**src/rtl/programmable_clock_divider_if.sv**
```systemverilog
// Control/status bundle for the programmable clock divider: run control,
// divide-value load handshake and the divided clock/tick outputs.
interface programmable_clock_divider_if #(
    parameter int COUNT_WIDTH = 16
);
    logic                   i_Enable;
    logic [COUNT_WIDTH-1:0] i_Div_Value;
    logic                   i_Div_Load;
    logic                   o_Div_Ack;
    logic                   o_Clk_Divided;
    logic                   o_Tick;
    logic                   o_Busy;

    modport slave (
        input  i_Enable, i_Div_Value, i_Div_Load,
        output o_Div_Ack, o_Clk_Divided, o_Tick, o_Busy
    );

    modport master (
        output i_Enable, i_Div_Value, i_Div_Load,
        input  o_Div_Ack, o_Clk_Divided, o_Tick, o_Busy
    );
endinterface

```
**src/rtl/programmable_clock_divider.sv**
```systemverilog
// Runtime-programmable clock divider: any integer period >= 2, high phase
// ceil(P/2), new divide values applied glitch-free at period boundaries.
module programmable_clock_divider #(
    parameter int COUNT_WIDTH = 16,
    parameter int DEFAULT_DIV = 4
) (
    input  logic i_Clk_Real,
    input  logic i_Rst_n,
    programmable_clock_divider_if.slave bus
);
    typedef enum logic [1:0] {IDLE, HIGH, LOW} state_e;

    localparam logic [COUNT_WIDTH-1:0] DEF_DIV = COUNT_WIDTH'(DEFAULT_DIV);
    localparam logic [COUNT_WIDTH-1:0] ONE     = COUNT_WIDTH'(1);
    localparam logic [COUNT_WIDTH-1:0] TWO     = COUNT_WIDTH'(2);

    state_e                 state_q, state_d;
    logic [COUNT_WIDTH-1:0] cnt_q, cnt_d;
    logic [COUNT_WIDTH-1:0] active_q, active_d;
    logic [COUNT_WIDTH-1:0] pending_q, pending_d;
    logic                   busy_q, busy_d;
    logic                   clk_div_q, clk_div_d;
    logic                   tick_q, tick_d;
    logic                   ack_q, ack_d;

    logic [COUNT_WIDTH-1:0] p_eff, h_len, l_len;
    logic                   enter_high, apply;

    // H is at most 2^(W-1) even for the largest period, so no overflow.
    always_comb begin
        p_eff = (active_q < TWO) ? TWO : active_q;
        l_len = p_eff >> 1;
        h_len = l_len + {{(COUNT_WIDTH-1){1'b0}}, p_eff[0]};
    end

    always_comb begin
        state_d    = state_q;
        cnt_d      = cnt_q;
        active_d   = active_q;
        pending_d  = pending_q;
        busy_d     = busy_q;
        enter_high = 1'b0;
        apply      = 1'b0;
        ack_d      = 1'b0;

        if (!bus.i_Enable) begin
            state_d = IDLE;
            cnt_d   = '0;
        end else begin
            case (state_q)
                IDLE: begin
                    state_d    = HIGH;
                    cnt_d      = ONE;
                    enter_high = 1'b1;
                end
                HIGH: begin
                    if (cnt_q == h_len) begin
                        state_d = LOW;
                        cnt_d   = ONE;
                    end else begin
                        cnt_d = cnt_q + ONE;
                    end
                end
                LOW: begin
                    if (cnt_q == l_len) begin
                        state_d    = HIGH;
                        cnt_d      = ONE;
                        enter_high = 1'b1;
                    end else begin
                        cnt_d = cnt_q + ONE;
                    end
                end
                default: begin
                    state_d = IDLE;
                    cnt_d   = '0;
                end
            endcase
        end

        // IDLE edges also apply so software can preconfigure while disabled.
        apply = busy_q && (enter_high || state_q == IDLE);
        if (apply) begin
            active_d = pending_q;
            busy_d   = 1'b0;
            ack_d    = 1'b1;
        end
        if (bus.i_Div_Load) begin
            pending_d = bus.i_Div_Value;
            busy_d    = 1'b1;
        end

        clk_div_d = (state_d == HIGH);
        tick_d    = enter_high;
    end

    always_ff @(posedge i_Clk_Real) begin
        if (!i_Rst_n) begin
            state_q   <= IDLE;
            cnt_q     <= '0;
            active_q  <= DEF_DIV;
            pending_q <= DEF_DIV;
            busy_q    <= 1'b0;
            clk_div_q <= 1'b0;
            tick_q    <= 1'b0;
            ack_q     <= 1'b0;
        end else begin
            state_q   <= state_d;
            cnt_q     <= cnt_d;
            active_q  <= active_d;
            pending_q <= pending_d;
            busy_q    <= busy_d;
            clk_div_q <= clk_div_d;
            tick_q    <= tick_d;
            ack_q     <= ack_d;
        end
    end

    assign bus.o_Clk_Divided = clk_div_q;
    assign bus.o_Tick        = tick_q;
    assign bus.o_Div_Ack     = ack_q;
    assign bus.o_Busy        = busy_q;
endmodule
```
**src/flat_wrapper.sv**
```systemverilog
// flat-port wrapper written by rule: the top's interface ports become plain ports
module programmable_clock_divider_flat 
#(
    parameter int COUNT_WIDTH = 16,
    parameter int DEFAULT_DIV = 4
)
  (i_Clk_Real, i_Rst_n, bus_i_Enable, bus_i_Div_Value, bus_i_Div_Load, bus_o_Div_Ack, bus_o_Clk_Divided, bus_o_Tick, bus_o_Busy);
  programmable_clock_divider_if #(.COUNT_WIDTH(COUNT_WIDTH)) bus_i ();
  input  logic i_Clk_Real;
  input  logic i_Rst_n;
  input wire logic [$bits(bus_i.i_Enable)-1:0] bus_i_Enable;
  input wire logic [$bits(bus_i.i_Div_Value)-1:0] bus_i_Div_Value;
  input wire logic [$bits(bus_i.i_Div_Load)-1:0] bus_i_Div_Load;
  output wire logic [$bits(bus_i.o_Div_Ack)-1:0] bus_o_Div_Ack;
  output wire logic [$bits(bus_i.o_Clk_Divided)-1:0] bus_o_Clk_Divided;
  output wire logic [$bits(bus_i.o_Tick)-1:0] bus_o_Tick;
  output wire logic [$bits(bus_i.o_Busy)-1:0] bus_o_Busy;
  assign bus_i.i_Enable = bus_i_Enable;
  assign bus_i.i_Div_Value = bus_i_Div_Value;
  assign bus_i.i_Div_Load = bus_i_Div_Load;
  assign bus_o_Div_Ack = bus_i.o_Div_Ack;
  assign bus_o_Clk_Divided = bus_i.o_Clk_Divided;
  assign bus_o_Tick = bus_i.o_Tick;
  assign bus_o_Busy = bus_i.o_Busy;
  programmable_clock_divider #(.COUNT_WIDTH(COUNT_WIDTH), .DEFAULT_DIV(DEFAULT_DIV)) u_core (.i_Clk_Real(i_Clk_Real), .i_Rst_n(i_Rst_n), .bus(bus_i));
endmodule
```
**config.mk**
```make
export PLATFORM = sky130hd
export DESIGN_NAME = programmable_clock_divider_flat
export DESIGN_NICKNAME = d
export VERILOG_FILES = /design/src/rtl/programmable_clock_divider_if.sv /design/src/rtl/programmable_clock_divider.sv /design/src/flat_wrapper.sv
export SDC_FILE = /design/constraint.sdc
export NUM_CORES = 1
export LEC_CHECK = 0
export CORE_MARGIN = 2
export CORE_UTILIZATION = 30
export DETAILED_ROUTE_END_ITERATION = 10
export PLACE_DENSITY = 0.54
export SETUP_SLACK_MARGIN = 0.3
export SLEW_MARGIN = 0
export SYNTH_ARGS = -nofsm -noshare
export SYNTH_HDL_FRONTEND = slang
export SYNTH_SLANG_ARGS = --single-unit
```
**constraint.sdc**
```tcl
create_clock -name i_Clk_Real -period 4.09 [get_ports i_Clk_Real]
set_input_delay 1.227 -clock i_Clk_Real [delete_from_list [all_inputs] [get_ports i_Clk_Real]]
set_output_delay 1.227 -clock i_Clk_Real [all_outputs]
set_load 0.005 [all_outputs]
```
==> impl_metrics.csv <==
group,metric,value,unit
outcome,status,"finished, final reports clean",
setup_path,reg2reg_slack,0.77,ns
power,vdd_drop_max,0.0001479,V
sta,hold_viol_final,0,
floorplan,die_x,104.2,µm
setup_path,cp-start-kind,"flip-flop",
power,power.switching,248.9,µW
power,p_clk_frac,0.358,
finish,area_delta_synth_final,13.68,%
power,total_power,1.035,mW
sta,setup_viol,0,
power,pwr-share-seq,0.541,
placed_design,place_area,3304,µm²
sta,clock_skew,0.008282,ns
yosys,yosysSeqAreaShare,0.3593,
power,switching_share,0.2403,
floorplan,ios,24,
yosys,yosys.cell_types.count,56,
setup_path,r2r_cells,12,
global_route,antenna_found_initial,0,
hold_path,holdCritPathClass,"reg2reg",
route,drtIter0Drc,63,
route,wl_per_cell,12.59,µm
setup_path,crit_start,"u_core.active_q[8]",
setup_path,slowest_stage,"dfxtp_1",
yosys,avgSynthCellArea,9.345,µm²
yosys,synth-main-ff-cell,"dfxtp_1",
global_route,grt_pass1_vias,2109,
route,viasPerCell,4.684,
setup_path,reg2reg_to,"u_core.cnt_q[4]",
power,powerDensity,302.7,nW/µm²
placed_design,port_buffers,23,
clocking,cts_tree,"done",
sta,tightest_slew,0.9852,ns
clocking,cts.clk_slew.worst_paths,0.10,ns
hold_path,hp-start,"u_core.active_q[0]",
route,drc,0,
sta,worst_slack,0.7652,ns
setup_path,reg2reg_from,"u_core.active_q[8]",
finish,layout.nets,357,
global_route,grt_pass1_wl,10150,µm
hold_path,min_path_cells,2,
yosys,synthCells,322,
power,p_leak,1.203,nW
global_route,grt_max_degree,51,
finish,num_antenna_cells,0,
global_route,grt_usage,0.1109,
setup_path,cp_max_fo,15,
yosys,synth_edf_count,0,
hold_path,hold_end,"u_core.active_q[0]",
setup_path,worst-endpoint-arrival,3.49,ns
finish,post-route-util,0.3500,
setup_path,endpoint_kind,"flip-flop",
sta,setup_tns,0,ns
setup_path,critical_path_class,"reg2reg",
sta,post-route-period-util,0.8129,
yosys,ys_async_sr_fraction,0,
clocking,clk_root_buffer_cell,"clkbuf_8",
clocking,clockBufferDepth,2,
finish,mostFrequentLayoutCells,"54 x dfxtp_1, 43 x nand2_1, 32 x mux2i_1",
floorplan,rows,36,
clocking,clk_latency,0.30,ns
finish,drive_gt1_frac,0.1075,
clocking,clock-sinks,54,
sta,period_needed,3.325,ns
placed_design,dp_hpwl,4304,µm
route,drt-total-wl,5893,µm
sta,rsz0062_at_grt,"no",
power,comb_power_share,0.101,
global_route,overflow,0,
floorplan,die_y,104.2,µm
clocking,post_cts_resize_count,0,
floorplan,die-area,10850,µm²
yosys,synth_nets,345,
placed_design,gp_congestion,0.8031,
yosys,ys_warn_count,0,
clocking,cts_setup_buffers,0,
route,vias,2192,
floorplan,start_util,0.3079,
route,ant_nets,0,
finish,final_area,3421,µm²
yosys,synth_seq_cells,54,
setup_path,critical_path.cell_chain,"nor4_4 -> nand4_1 -> or2b_1 -> ha_1 -> ha_1 -> and4_1 -> nand4_1 -> or3_1 -> a22o_1 -> nor4_4 -> buf_4 -> nor3_1",
clocking,cts-buffers-inserted,5,
yosys,syn-cell-area,3009,µm²
sta,slew-limit-headroom,0.3411,
sta,fmax,0.3008,GHz
route,dr.pass1.iters,4,
setup_path,max_stage_delay,0.42,ns
clocking,cts_hold_buf,0,
floorplan,core,9774,µm²
power,internal_power,786.6,µW
setup_path,worstPathRequired,4.25,ns
finish,final_common_cell,"dfxtp_1",
job,max_cap_violations,0,
placed_design,place_ws,0.7824,ns
sta,drv_slew,0,
clocking,h-tree-depth,2,
-- Yosys cell counts (5+ instances only) --
cell / count / area share
and3_1: 6 / 0.012
and4_1: 5 / 0.015
clkbuf_1: 11 / 0.014
dfxtp_1: 54 / 0.36
inv_1: 5 / 0.0062
mux2i_1: 32 / 0.11
nand2_1: 43 / 0.054
nand3_1: 7 / 0.012
nand4_1: 9 / 0.019
nor2_1: 10 / 0.012
nor2b_1: 20 / 0.042
nor3_1: 7 / 0.012
nor3_2: 10 / 0.033
xnor2_1: 21 / 0.061
xor2_1: 14 / 0.041
-- through the flow --
stage / std cells / hold slack, ns
floorplan: 322 / 0.4301
global placement: 460 / 0.4486
detailed placement: 460 / 0.4486
CTS: 468 / 0.4692
global route: 468 / 0.4854
finish: 468 / 0.4587
-- sequential cells by signal, summed over array words and instances (netlist names) --
| name | count |
|---|---|
| u_core.pending_q | 16 |
| u_core.bus.o_Clk_Divided | 1 |
| u_core.bus.o_Div_Ack | 1 |
| u_core.cnt_q | 16 |
| u_core.bus.o_Tick | 1 |
| u_core.active_q | 16 |
| u_core.bus.o_Busy | 1 |
| u_core.state_q | 2 |
-- worst max-delay path by stage --
stage | end | cells past startpoint
floorplan | u_core.cnt_q[3] | 13
global placement | u_core.cnt_q[5] | 12
detailed placement | u_core.cnt_q[4] | 12
CTS | u_core.cnt_q[4] | 12
global route | u_core.cnt_q[4] | 12
finish | u_core.cnt_q[4] | 12
-- worst max-delay path: cells and delay by family, from the launching register on --
family	cells	cell delay [ns]
flops	1	0.42
compound gates	1	0.29
fa+ha+maj	2	0.44
simple gates	8	1.74
buf+inv	1	0.28
-- kinds of logic (layout without fill, tap and decap cells) --
group           count (synthesis)  count (layout)  synth area share
compound gates                 26              26           0.06903
xor+xnor                       36              36            0.1094
fa+ha+maj                       3               3           0.01248
buf+inv                        26              39           0.04740
flops                          54              54            0.3593
mux                            33              33            0.1102
simple gates                  144             144            0.2923
-- final cells by class --
| class | count | area [µm²] |
|---|---|---|
| well taps | 133 | 166.4 |
| multi-input cells | 242 | 1785 |
| inverters | 5 | 18.77 |
| fillers | 1021 | 6354 |
| clock buffers | 5 | 68.82 |
| repair buffers | 26 | 252.7 |
| clock inverters | 3 | 47.55 |
| flip-flops and latches | 54 | 1081 |
-- power by group through the flow --
stage          sequential [mW]  combinational [mW]  clock [mW]
6_report                 0.560               0.105       0.371
5_1_grt                  0.563               0.117       0.405
4_1_cts                  0.560               0.106       0.386
3_5_place_dp             0.572               0.106           0
3_3_place_gp             0.572               0.105           0
2_1_floorplan            0.563              0.0792           0
-- metal layers --
metal,vias up,wire (µm),global-route usage
met5,-,0,0
met4,0,38,0.01737
met3,4,165,0.02193
met2,21,2552,0.1720
met1,1021,3137,0.1615
li1,1146,-,-
No activity file was read; power rests on OpenSTA's default activity.
